`config.mk`:
```
export PLATFORM = sky130hd
export DESIGN_NAME = one_bit_comparator
export DESIGN_NICKNAME = d
export VERILOG_FILES = /design/src/rtl/one_bit_comparator.sv
export SDC_FILE = /design/constraint.sdc
export NUM_CORES = 1
export LEC_CHECK = 0
export BUFFER_PORTS_ARGS = -buffer_cell sky130_fd_sc_hd__buf_2
export CORE_MARGIN = 2
export CORE_UTILIZATION = 25
export DETAILED_ROUTE_END_ITERATION = 8
export MAX_ROUTING_LAYER = met4
export PLACE_DENSITY_LB_ADDON = 0.1
export SLEW_MARGIN = 20
export SYNTH_ARGS = -nofsm -noshare
export SYNTH_HDL_FRONTEND = slang
export SYNTH_SLANG_ARGS = --single-unit
```
`constraint.sdc`:
```
create_clock -name clk -period 1 [get_ports clk]
set_input_delay 0.1 -clock clk [delete_from_list [all_inputs] [get_ports clk]]
set_output_delay 0.1 -clock clk [all_outputs]
set_load 0.05 [all_outputs]
```
`src/rtl/one_bit_comparator.sv`:
```
// -----------------------------------------------------------------------------
// one_bit_comparator
//   Registered 1-bit magnitude comparator with optional result statistics.
//   o1 = A>B, o2 = A==B, o3 = A<B, captured on clk edges where in_valid=1.
//   out_valid latches high on the first capture after reset.
//
//   Build option: define ONE_BIT_COMPARATOR_STATS_EN to include the three
//   saturating result counters and the clr_stats clear. Without it the counter
//   ports are driven to zero and clr_stats is ignored.
//
//   rst is asynchronous and active-high; all outputs come straight from flops.
// -----------------------------------------------------------------------------
module one_bit_comparator #(
   parameter int CNT_W = 8
) (
   input  logic             clk,
   input  logic             rst,
   input  logic             A,
   input  logic             B,
   input  logic             in_valid,
   input  logic             clr_stats,
   output logic             o1,
   output logic             o2,
   output logic             o3,
   output logic             out_valid,
   output logic [CNT_W-1:0] cnt_gt,
   output logic [CNT_W-1:0] cnt_eq,
   output logic [CNT_W-1:0] cnt_lt
);

   // Combinational comparison of the current operands.
   logic gt_w;
   logic eq_w;
   logic lt_w;

   assign gt_w = A & ~B;
   assign eq_w = ~(A ^ B);
   assign lt_w = ~A & B;

   // Result and valid registers.
   logic o1_q, o1_d;
   logic o2_q, o2_d;
   logic o3_q, o3_d;
   logic out_valid_q, out_valid_d;

   // Next-state: capture a fresh comparison when in_valid, otherwise hold.
   always_comb begin
      o1_d        = o1_q;
      o2_d        = o2_q;
      o3_d        = o3_q;
      out_valid_d = out_valid_q;
      if (in_valid) begin
         o1_d        = gt_w;
         o2_d        = eq_w;
         o3_d        = lt_w;
         out_valid_d = 1'b1;
      end
   end

   // Result registers with asynchronous clear.
   always_ff @(posedge clk or posedge rst) begin
      if (rst) begin
         o1_q        <= 1'b0;
         o2_q        <= 1'b0;
         o3_q        <= 1'b0;
         out_valid_q <= 1'b0;
      end else begin
         o1_q        <= o1_d;
         o2_q        <= o2_d;
         o3_q        <= o3_d;
         out_valid_q <= out_valid_d;
      end
   end

   assign o1        = o1_q;
   assign o2        = o2_q;
   assign o3        = o3_q;
   assign out_valid = out_valid_q;

`ifdef ONE_BIT_COMPARATOR_STATS_EN
   // All-ones value at which each counter sticks.
   localparam logic [CNT_W-1:0] CNT_MAX = '1;

   logic [CNT_W-1:0] cnt_gt_q, cnt_gt_d;
   logic [CNT_W-1:0] cnt_eq_q, cnt_eq_d;
   logic [CNT_W-1:0] cnt_lt_q, cnt_lt_d;

   // Next-state: clear has priority over counting; otherwise bump the one
   // counter that matches this capture, stopping at CNT_MAX.
   always_comb begin
      cnt_gt_d = cnt_gt_q;
      cnt_eq_d = cnt_eq_q;
      cnt_lt_d = cnt_lt_q;
      if (clr_stats) begin
         cnt_gt_d = '0;
         cnt_eq_d = '0;
         cnt_lt_d = '0;
      end else if (in_valid) begin
         if (gt_w && (cnt_gt_q != CNT_MAX)) begin
            cnt_gt_d = cnt_gt_q + 1'b1;
         end
         if (eq_w && (cnt_eq_q != CNT_MAX)) begin
            cnt_eq_d = cnt_eq_q + 1'b1;
         end
         if (lt_w && (cnt_lt_q != CNT_MAX)) begin
            cnt_lt_d = cnt_lt_q + 1'b1;
         end
      end
   end

   // Counter registers with asynchronous clear.
   always_ff @(posedge clk or posedge rst) begin
      if (rst) begin
         cnt_gt_q <= '0;
         cnt_eq_q <= '0;
         cnt_lt_q <= '0;
      end else begin
         cnt_gt_q <= cnt_gt_d;
         cnt_eq_q <= cnt_eq_d;
         cnt_lt_q <= cnt_lt_d;
      end
   end

   assign cnt_gt = cnt_gt_q;
   assign cnt_eq = cnt_eq_q;
   assign cnt_lt = cnt_lt_q;
`else
   // Statistics compiled out: counters read as zero and the clear is unused.
   logic unused_clr_stats;
   assign unused_clr_stats = clr_stats;

   assign cnt_gt = '0;
   assign cnt_eq = '0;
   assign cnt_lt = '0;
`endif

endmodule

```
==> report_table.html, run 1 <==
<table>
<tr><th>Metric</th><th>Value</th></tr>
<tr><th colspan="2">Final layout</th></tr>
<tr><td>Most common cell after layout, fill and taps aside</td><td>conb_1</td></tr>
<tr><td>Net count reported at finish</td><td>59</td></tr>
<tr><td>Commonest cells after routing, fill and taps aside</td><td>conb_1, buf_2, dfrtp_1</td></tr>
<tr><td>Synthesis-to-layout area growth</td><td>-0.695%</td></tr>
<tr><td>Multi-input logic area</td><td>155 um2</td></tr>
<tr><td>Sequential standard cell area</td><td>100 um2</td></tr>
<tr><td>Antenna diode count</td><td>0</td></tr>
<tr><td>Layout cell share with drive strength beyond 1</td><td>0.306</td></tr>
<tr><td>FILL cells</td><td>141</td></tr>
<tr><td>Fin util</td><td>0.272</td></tr>
<tr><td>Cell area after layout</td><td>358 um2</td></tr>
<tr><th colspan="2">Critical path</th></tr>
<tr><td>Type of the setup path with the least slack</td><td>flop to primary output</td></tr>
<tr><td>Worst Reg-to-Reg Cells</td><td>1</td></tr>
<tr><td>Slowest cell delay on critical path</td><td>0.33 ns</td></tr>
<tr><td>Crit path required time</td><td>0.90 ns</td></tr>
<tr><td>Category of the worst setup path capture point</td><td>primary output</td></tr>
<tr><td>List of cells traversed by the critical path</td><td>buf_2</td></tr>
<tr><td>Number of stages on the worst setup path</td><td>1</td></tr>
<tr><td>CP bufs+invs</td><td>1</td></tr>
<tr><td>Kind of cell adding the most delay to the critical path</td><td>flip-flops</td></tr>
<tr><td>Slack of the worst reg-to-reg path</td><td>0.24 ns</td></tr>
<tr><td>Worst reg2reg endpoint</td><td>out_valid</td></tr>
<tr><td>Nature of the critical path startpoint</td><td>flop</td></tr>
<tr><td>Worst Path Max Fanout</td><td>2</td></tr>
<tr><td>Critical path's slowest cell</td><td>dfrtp_1</td></tr>
<tr><td>Source of the worst register-to-register timing path</td><td>out_valid</td></tr>
<tr><td>Critical path endpoint</td><td>o3</td></tr>
<tr><td>Crit path arrival time</td><td>0.82 ns</td></tr>
<tr><td>Setup crit start</td><td>o3</td></tr>
<tr><th colspan="2">Global routing</th></tr>
<tr><td>Global-route wire length before repair</td><td>752 um</td></tr>
<tr><td>Overall track demand over capacity in global routing</td><td>0.0581</td></tr>
<tr><td>Via count of the first global-routing pass</td><td>185</td></tr>
<tr><td>Maximum number of pins on one net before global-route repair</td><td>5</td></tr>
<tr><td>GR Overflow Total</td><td>0</td></tr>
<tr><td>Initial antenna violation count</td><td>0</td></tr>
<tr><th colspan="2">STA</th></tr>
<tr><td>Share of the clock period used by the worst path</td><td>0.924</td></tr>
<tr><td>Total negative slack</td><td>0 ns</td></tr>
<tr><td>Maximum clock frequency</td><td>1.08 GHz</td></tr>
<tr><td>Clock Skew</td><td>0 ns</td></tr>
<tr><td>Number of setup violations in the final report</td><td>0</td></tr>
<tr><td>Clock period minus worst slack</td><td>0.924 ns</td></tr>
<tr><td>Final-report max-slew violation count</td><td>0</td></tr>
<tr><td>Unrepaired setup endpoints after global routing</td><td>false</td></tr>
<tr><td>Minimum hold slack</td><td>0.145 ns</td></tr>
<tr><td>Fin. Hold Viols</td><td>0</td></tr>
<tr><th colspan="2">Clocking</th></tr>
<tr><td>CTS Buffer Depth</td><td>2</td></tr>
<tr><td>TritonCTS clock tree</td><td>built</td></tr>
<tr><td>Post-cts resize count</td><td>0</td></tr>
<tr><td>Inserted Clock Buffers</td><td>3</td></tr>
<tr><td>CTS HTree Levels</td><td>1</td></tr>
<tr><td>Clock latency at the later pin of the worst-skew pair</td><td>0.23 ns</td></tr>
<tr><td>Clock-pin slew reported for the worst setup and hold paths after clock tree synthesis</td><td>0.03 ns</td></tr>
<tr><td>CTS sink cnt</td><td>4</td></tr>
<tr><td>Root Driver</td><td>clkbuf_4</td></tr>
<tr><th colspan="2">Floorplanning</th></tr>
<tr><td>Area of the core</td><td>0.00132 mm2</td></tr>
<tr><td>Chip Height</td><td>42.0 um</td></tr>
<tr><td>Top-level port count</td><td>34</td></tr>
<tr><td>Initial standard-cell utilization of the core</td><td>0.274</td></tr>
<tr><td>Std cell rows</td><td>13</td></tr>
<tr><td>X dimension of the die</td><td>42.0 um</td></tr>
<tr><td>Die Outline Area</td><td>0.00176 mm2</td></tr>
<tr><th colspan="2">Routing</th></tr>
<tr><td>DRT iter0 DRCs</td><td>2</td></tr>
<tr><td>Vias</td><td>190</td></tr>
<tr><td>Residual DRC</td><td>0</td></tr>
<tr><td>Sum of routed wire length over all layers</td><td>472 um</td></tr>
<tr><td>Drt first pass iters</td><td>2</td></tr>
<tr><td>Post-DRT Antenna Nets</td><td>0</td></tr>
<tr><td>Average vias per placed instance</td><td>2.97</td></tr>
<tr><td>Wirelength per Cell</td><td>7.38 um</td></tr>
<tr><th colspan="2">Synthesis</th></tr>
<tr><td>Area of the mapped netlist</td><td>360 um2</td></tr>
<tr><td>Synth area leaders</td><td>buf_4, dfrtp_1, mux2_2, ha_1, inv_1</td></tr>
<tr><td>Post-synth top area share</td><td>0.500</td></tr>
<tr><td>Number of register bits inferred by synthesis</td><td>4</td></tr>
<tr><td>Unique cell type count in the Yosys netlist</td><td>7</td></tr>
<tr><td>Cell count after synthesis</td><td>38</td></tr>
<tr><td>Avg Synthesized Cell Area</td><td>9.48 um2</td></tr>
<tr><td>Yosys warning count</td><td>0</td></tr>
<tr><td>Sequential cell area fraction in the yosys report</td><td>0.278</td></tr>
<tr><td>Largest area contributor in the synthesized netlist</td><td>buf_4</td></tr>
<tr><th colspan="2">Placement</th></tr>
<tr><td>DPL Wire Length</td><td>415 um</td></tr>
<tr><td>Standard cell area after detailed placement</td><td>325 um2</td></tr>
<tr><td>Number of port buffers</td><td>8</td></tr>
<tr><td>RD Place Congestion</td><td>0.603</td></tr>
<tr><th colspan="2">Power</th></tr>
<tr><td>Cell area power density</td><td>1860 mW/mm2</td></tr>
<tr><td>Static leakage</td><td>0.220 nW</td></tr>
<tr><td>Worst IR drop on VDD</td><td>615 uV</td></tr>
<tr><td>Total Power Consumption</td><td>0.667 mW</td></tr>
<tr><th colspan="2">Run status</th></tr>
<tr><td>Run status</td><td>completed</td></tr>
<tr><th colspan="2">Hold path</th></tr>
<tr><td>Worst hold-check path type</td><td>primary input to flop</td></tr>
<tr><th colspan="2">Job</th></tr>
<tr><td>Number of max-cap violations</td><td>0</td></tr>
</table>
-- synth_stat cells --
| library cell | instances |
|---|---|
| inv_1 | 3 |
| mux2_2 | 3 |
| or2_2 | 1 |
| dfrtp_1 | 4 |
| conb_1 | 1 |
| buf_4 | 24 |
| ha_1 | 2 |
-- sequential cells by signal, summed over array words and instances, names as in the netlist --
name,flops
o3,1
o1,1
out_valid,1
o2,1
-- where the power goes --
| group | switching (mW) | total [mW] | internal [mW] |
|---|---|---|---|
| Clock | 0.0554 | 0.189 | 0.133 |
| Sequential | 0.00625 | 0.182 | 0.176 |
| Combinational | 0.264 | 0.296 | 0.0314 |
-- layer usage --
layer / part of all wire / vias to the layer above / global-route usage
li1: - / 89 / -
met1: 0.29 / 83 / 0.0474
met2: 0.61 / 18 / 0.113
met3: 0.093 / 0 / 0
met4: 0 / 0 / 0.0581
met5: 0 / - / -
-- cell type report --
| class | instances | area share |
|---|---|---|
| multi-input cells | 30 | 0.434 |
| flip-flops and latches | 4 | 0.280 |
| repair buffers | 9 | 0.140 |
| clock buffers | 3 | 0.0629 |
| well taps | 15 | 0.0524 |
| inverters | 3 | 0.0315 |
-- metrics by stage --
| step | setup slack [ns] | instances |
|---|---|---|
| after floorplan | 0.000955 | 61 |
| after global placement | 0.125 | 60 |
| after detailed placement | 0.114 | 60 |
| after CTS | 0.0643 | 64 |
| after global routing | 0.0315 | 64 |
| final | 0.0759 | 64 |
-- worst min path at each step --
| stage | cells past startpoint | start | to | slack, ns |
|---|---|---|---|---|
| 3_3_place_gp | 2 | rst | o3 | -0.02 |
| 5_1_grt | 2 | in_valid | out_valid | 0.14 |
| 4_1_cts | 2 | in_valid | out_valid | 0.14 |
| 2_1_floorplan | 1 | rst | o1 | -0.13 |
| 3_5_place_dp | 2 | rst | o1 | -0.01 |
| 6_report | 2 | in_valid | out_valid | 0.15 |
-- logic make-up (layout without fill, tap and decap cells) --
kind of cell,after synthesis,count (layout),share of synthesized area
buf+inv,27,15,0.531
mux,3,3,0.0937
flops,4,4,0.278
other cells,1,24,0.0104
simple gates,1,1,0.0174
fa+ha+maj,2,2,0.0694
-- repair_timing --
| action | CTS | global route |
|---|---|---|
| hold endpoints to repair | 4 | 0 |
| hold buffers | 1 | 0 |
| buffers inserted | 0 | 0 |
Power figures use the tool's default switching activity.
==> run 2: changes to the inputs <==
CAP_MARGIN = 20   (was unset)
CORE_MARGIN = 5   (was 2)
SKIP_CTS_REPAIR_TIMING = 1   (was unset)
==> run 2 against run 1 <==
- total power increased by 0.31%
- sequential share of layout area unchanged
- count of clock-buffer cells in the layout unchanged
- combinational power about the same
- critical path type unchanged
==> report_table.html, run 2 (same netlist as run 1, synthesis figures left out) <==
<table>
<tr><th>Metric</th><th>Value</th></tr>
<tr><th colspan="2">Run status</th></tr>
<tr><td>Run status</td><td>completed</td></tr>
<tr><th colspan="2">Routing</th></tr>
<tr><td>Sum of routed wire length over all layers</td><td>492 um</td></tr>
<tr><td>Drt first pass iters</td><td>1</td></tr>
<tr><td>Post-DRT Antenna Nets</td><td>0</td></tr>
<tr><td>Vias</td><td>190</td></tr>
<tr><td>Residual DRC</td><td>0</td></tr>
<tr><td>DRT iter0 DRCs</td><td>0</td></tr>
<tr><td>Average vias per placed instance</td><td>2.97</td></tr>
<tr><td>Wirelength per Cell</td><td>7.69 um</td></tr>
<tr><th colspan="2">Power</th></tr>
<tr><td>Worst IR drop on VDD</td><td>617 uV</td></tr>
<tr><td>Net switching power figure</td><td>0.328 mW</td></tr>
<tr><td>Switching part of the total power</td><td>0.490</td></tr>
<tr><td>Pint</td><td>0.341 mW</td></tr>
<tr><td>Cell area power density</td><td>1870 mW/mm2</td></tr>
<tr><td>Sequential share of power</td><td>0.271</td></tr>
<tr><td>Clock power share</td><td>0.285</td></tr>
<tr><td>Static leakage</td><td>0.220 nW</td></tr>
<tr><td>Part of the power in combinational logic</td><td>0.444</td></tr>
<tr><th colspan="2">Global routing</th></tr>
<tr><td>Initial antenna violation count</td><td>0</td></tr>
<tr><td>Overall track demand over capacity in global routing</td><td>0.0484</td></tr>
<tr><td>GR Overflow Total</td><td>0</td></tr>
<tr><td>Maximum number of pins on one net before global-route repair</td><td>5</td></tr>
<tr><td>Global-route wire length before repair</td><td>662 um</td></tr>
<tr><td>Via count of the first global-routing pass</td><td>169</td></tr>
<tr><th colspan="2">Floorplanning</th></tr>
<tr><td>X dimension of the die</td><td>48.0 um</td></tr>
<tr><td>Die Outline Area</td><td>0.00230 mm2</td></tr>
<tr><td>Std cell rows</td><td>13</td></tr>
<tr><td>Chip Height</td><td>48.0 um</td></tr>
<tr><td>Initial standard-cell utilization of the core</td><td>0.270</td></tr>
<tr><td>Area of the core</td><td>0.00133 mm2</td></tr>
<tr><td>Top-level port count</td><td>34</td></tr>
<tr><th colspan="2">STA</th></tr>
<tr><td>Maximum clock frequency</td><td>1.08 GHz</td></tr>
<tr><td>Clock period minus worst slack</td><td>0.925 ns</td></tr>
<tr><td>Unrepaired setup endpoints after global routing</td><td>false</td></tr>
<tr><td>Minimum hold slack</td><td>0.137 ns</td></tr>
<tr><td>Total negative slack</td><td>0 ns</td></tr>
<tr><td>Fin. Hold Viols</td><td>0</td></tr>
<tr><td>Number of setup violations in the final report</td><td>0</td></tr>
<tr><td>Share of the clock period used by the worst path</td><td>0.925</td></tr>
<tr><td>Final setup slack of the worst path</td><td>0.0751 ns</td></tr>
<tr><td>Clock Skew</td><td>0 ns</td></tr>
<tr><td>Final-report max-slew violation count</td><td>0</td></tr>
<tr><th colspan="2">Final layout</th></tr>
<tr><td>Synthesis-to-layout area growth</td><td>-0.695%</td></tr>
<tr><td>Most common cell after layout, fill and taps aside</td><td>conb_1</td></tr>
<tr><td>Fin util</td><td>0.268</td></tr>
<tr><td>Net count reported at finish</td><td>59</td></tr>
<tr><td>Antenna diode count</td><td>0</td></tr>
<tr><td>Layout cell share with drive strength beyond 1</td><td>0.306</td></tr>
<tr><td>Cell area after layout</td><td>358 um2</td></tr>
<tr><td>Commonest cells after routing, fill and taps aside</td><td>conb_1, buf_2, dfrtp_1</td></tr>
<tr><th colspan="2">Critical path</th></tr>
<tr><td>Category of the worst setup path capture point</td><td>primary output</td></tr>
<tr><td>Critical path's slowest cell</td><td>dfrtp_1</td></tr>
<tr><td>List of cells traversed by the critical path</td><td>buf_2</td></tr>
<tr><td>Type of the setup path with the least slack</td><td>flop to primary output</td></tr>
<tr><td>Crit path arrival time</td><td>0.82 ns</td></tr>
<tr><td>CP bufs+invs</td><td>1</td></tr>
<tr><td>Slowest cell delay on critical path</td><td>0.33 ns</td></tr>
<tr><td>Kind of cell adding the most delay to the critical path</td><td>flip-flops</td></tr>
<tr><td>Crit path required time</td><td>0.90 ns</td></tr>
<tr><td>Nature of the critical path startpoint</td><td>flop</td></tr>
<tr><td>Worst Path Max Fanout</td><td>2</td></tr>
<tr><th colspan="2">Clocking</th></tr>
<tr><td>CTS HTree Levels</td><td>1</td></tr>
<tr><td>Clock-pin slew reported for the worst setup and hold paths after clock tree synthesis</td><td>0.03 ns</td></tr>
<tr><td>Clock latency at the later pin of the worst-skew pair</td><td>0.23 ns</td></tr>
<tr><td>CTS Buffer Depth</td><td>2</td></tr>
<tr><td>Root Driver</td><td>clkbuf_4</td></tr>
<tr><td>Inserted Clock Buffers</td><td>3</td></tr>
<tr><td>CTS sink cnt</td><td>4</td></tr>
<tr><td>TritonCTS clock tree</td><td>built</td></tr>
<tr><th colspan="2">Job</th></tr>
<tr><td>Number of max-cap violations</td><td>0</td></tr>
<tr><th colspan="2">Placement</th></tr>
<tr><td>RD Place Congestion</td><td>0.567</td></tr>
<tr><td>Setup slack at placement</td><td>0.102 ns</td></tr>
<tr><td>Standard cell area after detailed placement</td><td>325 um2</td></tr>
<tr><td>DPL Wire Length</td><td>459 um</td></tr>
<tr><td>Number of port buffers</td><td>8</td></tr>
<tr><th colspan="2">Hold path</th></tr>
<tr><td>Worst hold-check path type</td><td>primary input to flop</td></tr>
</table>
## run 2: final timing paths
path                           start   endpoint  slack [ns]  depth (start not counted)
max                        out_valid  out_valid        0.08                          1
min in group asynchronous        rst         o1        0.29                          3
min                         in_valid  out_valid        0.14                          2
min reg2reg                out_valid  out_valid        0.47                          1
max reg2reg                out_valid  out_valid        0.24                          1
max in group asynchronous        rst         o3        0.56                          3
## run 2: area by class of cell
type                       instances  area (um2)
fill                             160         976
multi-input combinational         30         155
sequential                         4         100
timing repair buffer               9        50.0
clock buffer                       3        22.5
tap                               15        18.8
inverter                           3        11.3
## run 2: per-stage QoR
stage | power [mW] | instances
floorplan | 0.520 | 61
global placement | 0.477 | 60
detailed placement | 0.477 | 60
CTS | 0.678 | 63
global route | 0.706 | 64
finish | 0.669 | 64
## run 2: power groups by stage
stage | logic (mW) | registers, mW | clock network [mW]
after floorplan | 0.289 | 0.231 | 0
after global placement | 0.293 | 0.184 | 0
after detailed placement | 0.294 | 0.183 | 0
after CTS | 0.294 | 0.181 | 0.203
after global routing | 0.313 | 0.183 | 0.211
final | 0.297 | 0.181 | 0.191
## run 2: per-layer routing
metal	track usage	share of wire	vias to the layer above
li1	-	-	88
met1	0.0378	0.24	86
met2	0.0739	0.56	16
met3	0.0188	0.20	0
met4	0.0645	0	0
met5	-	0	-
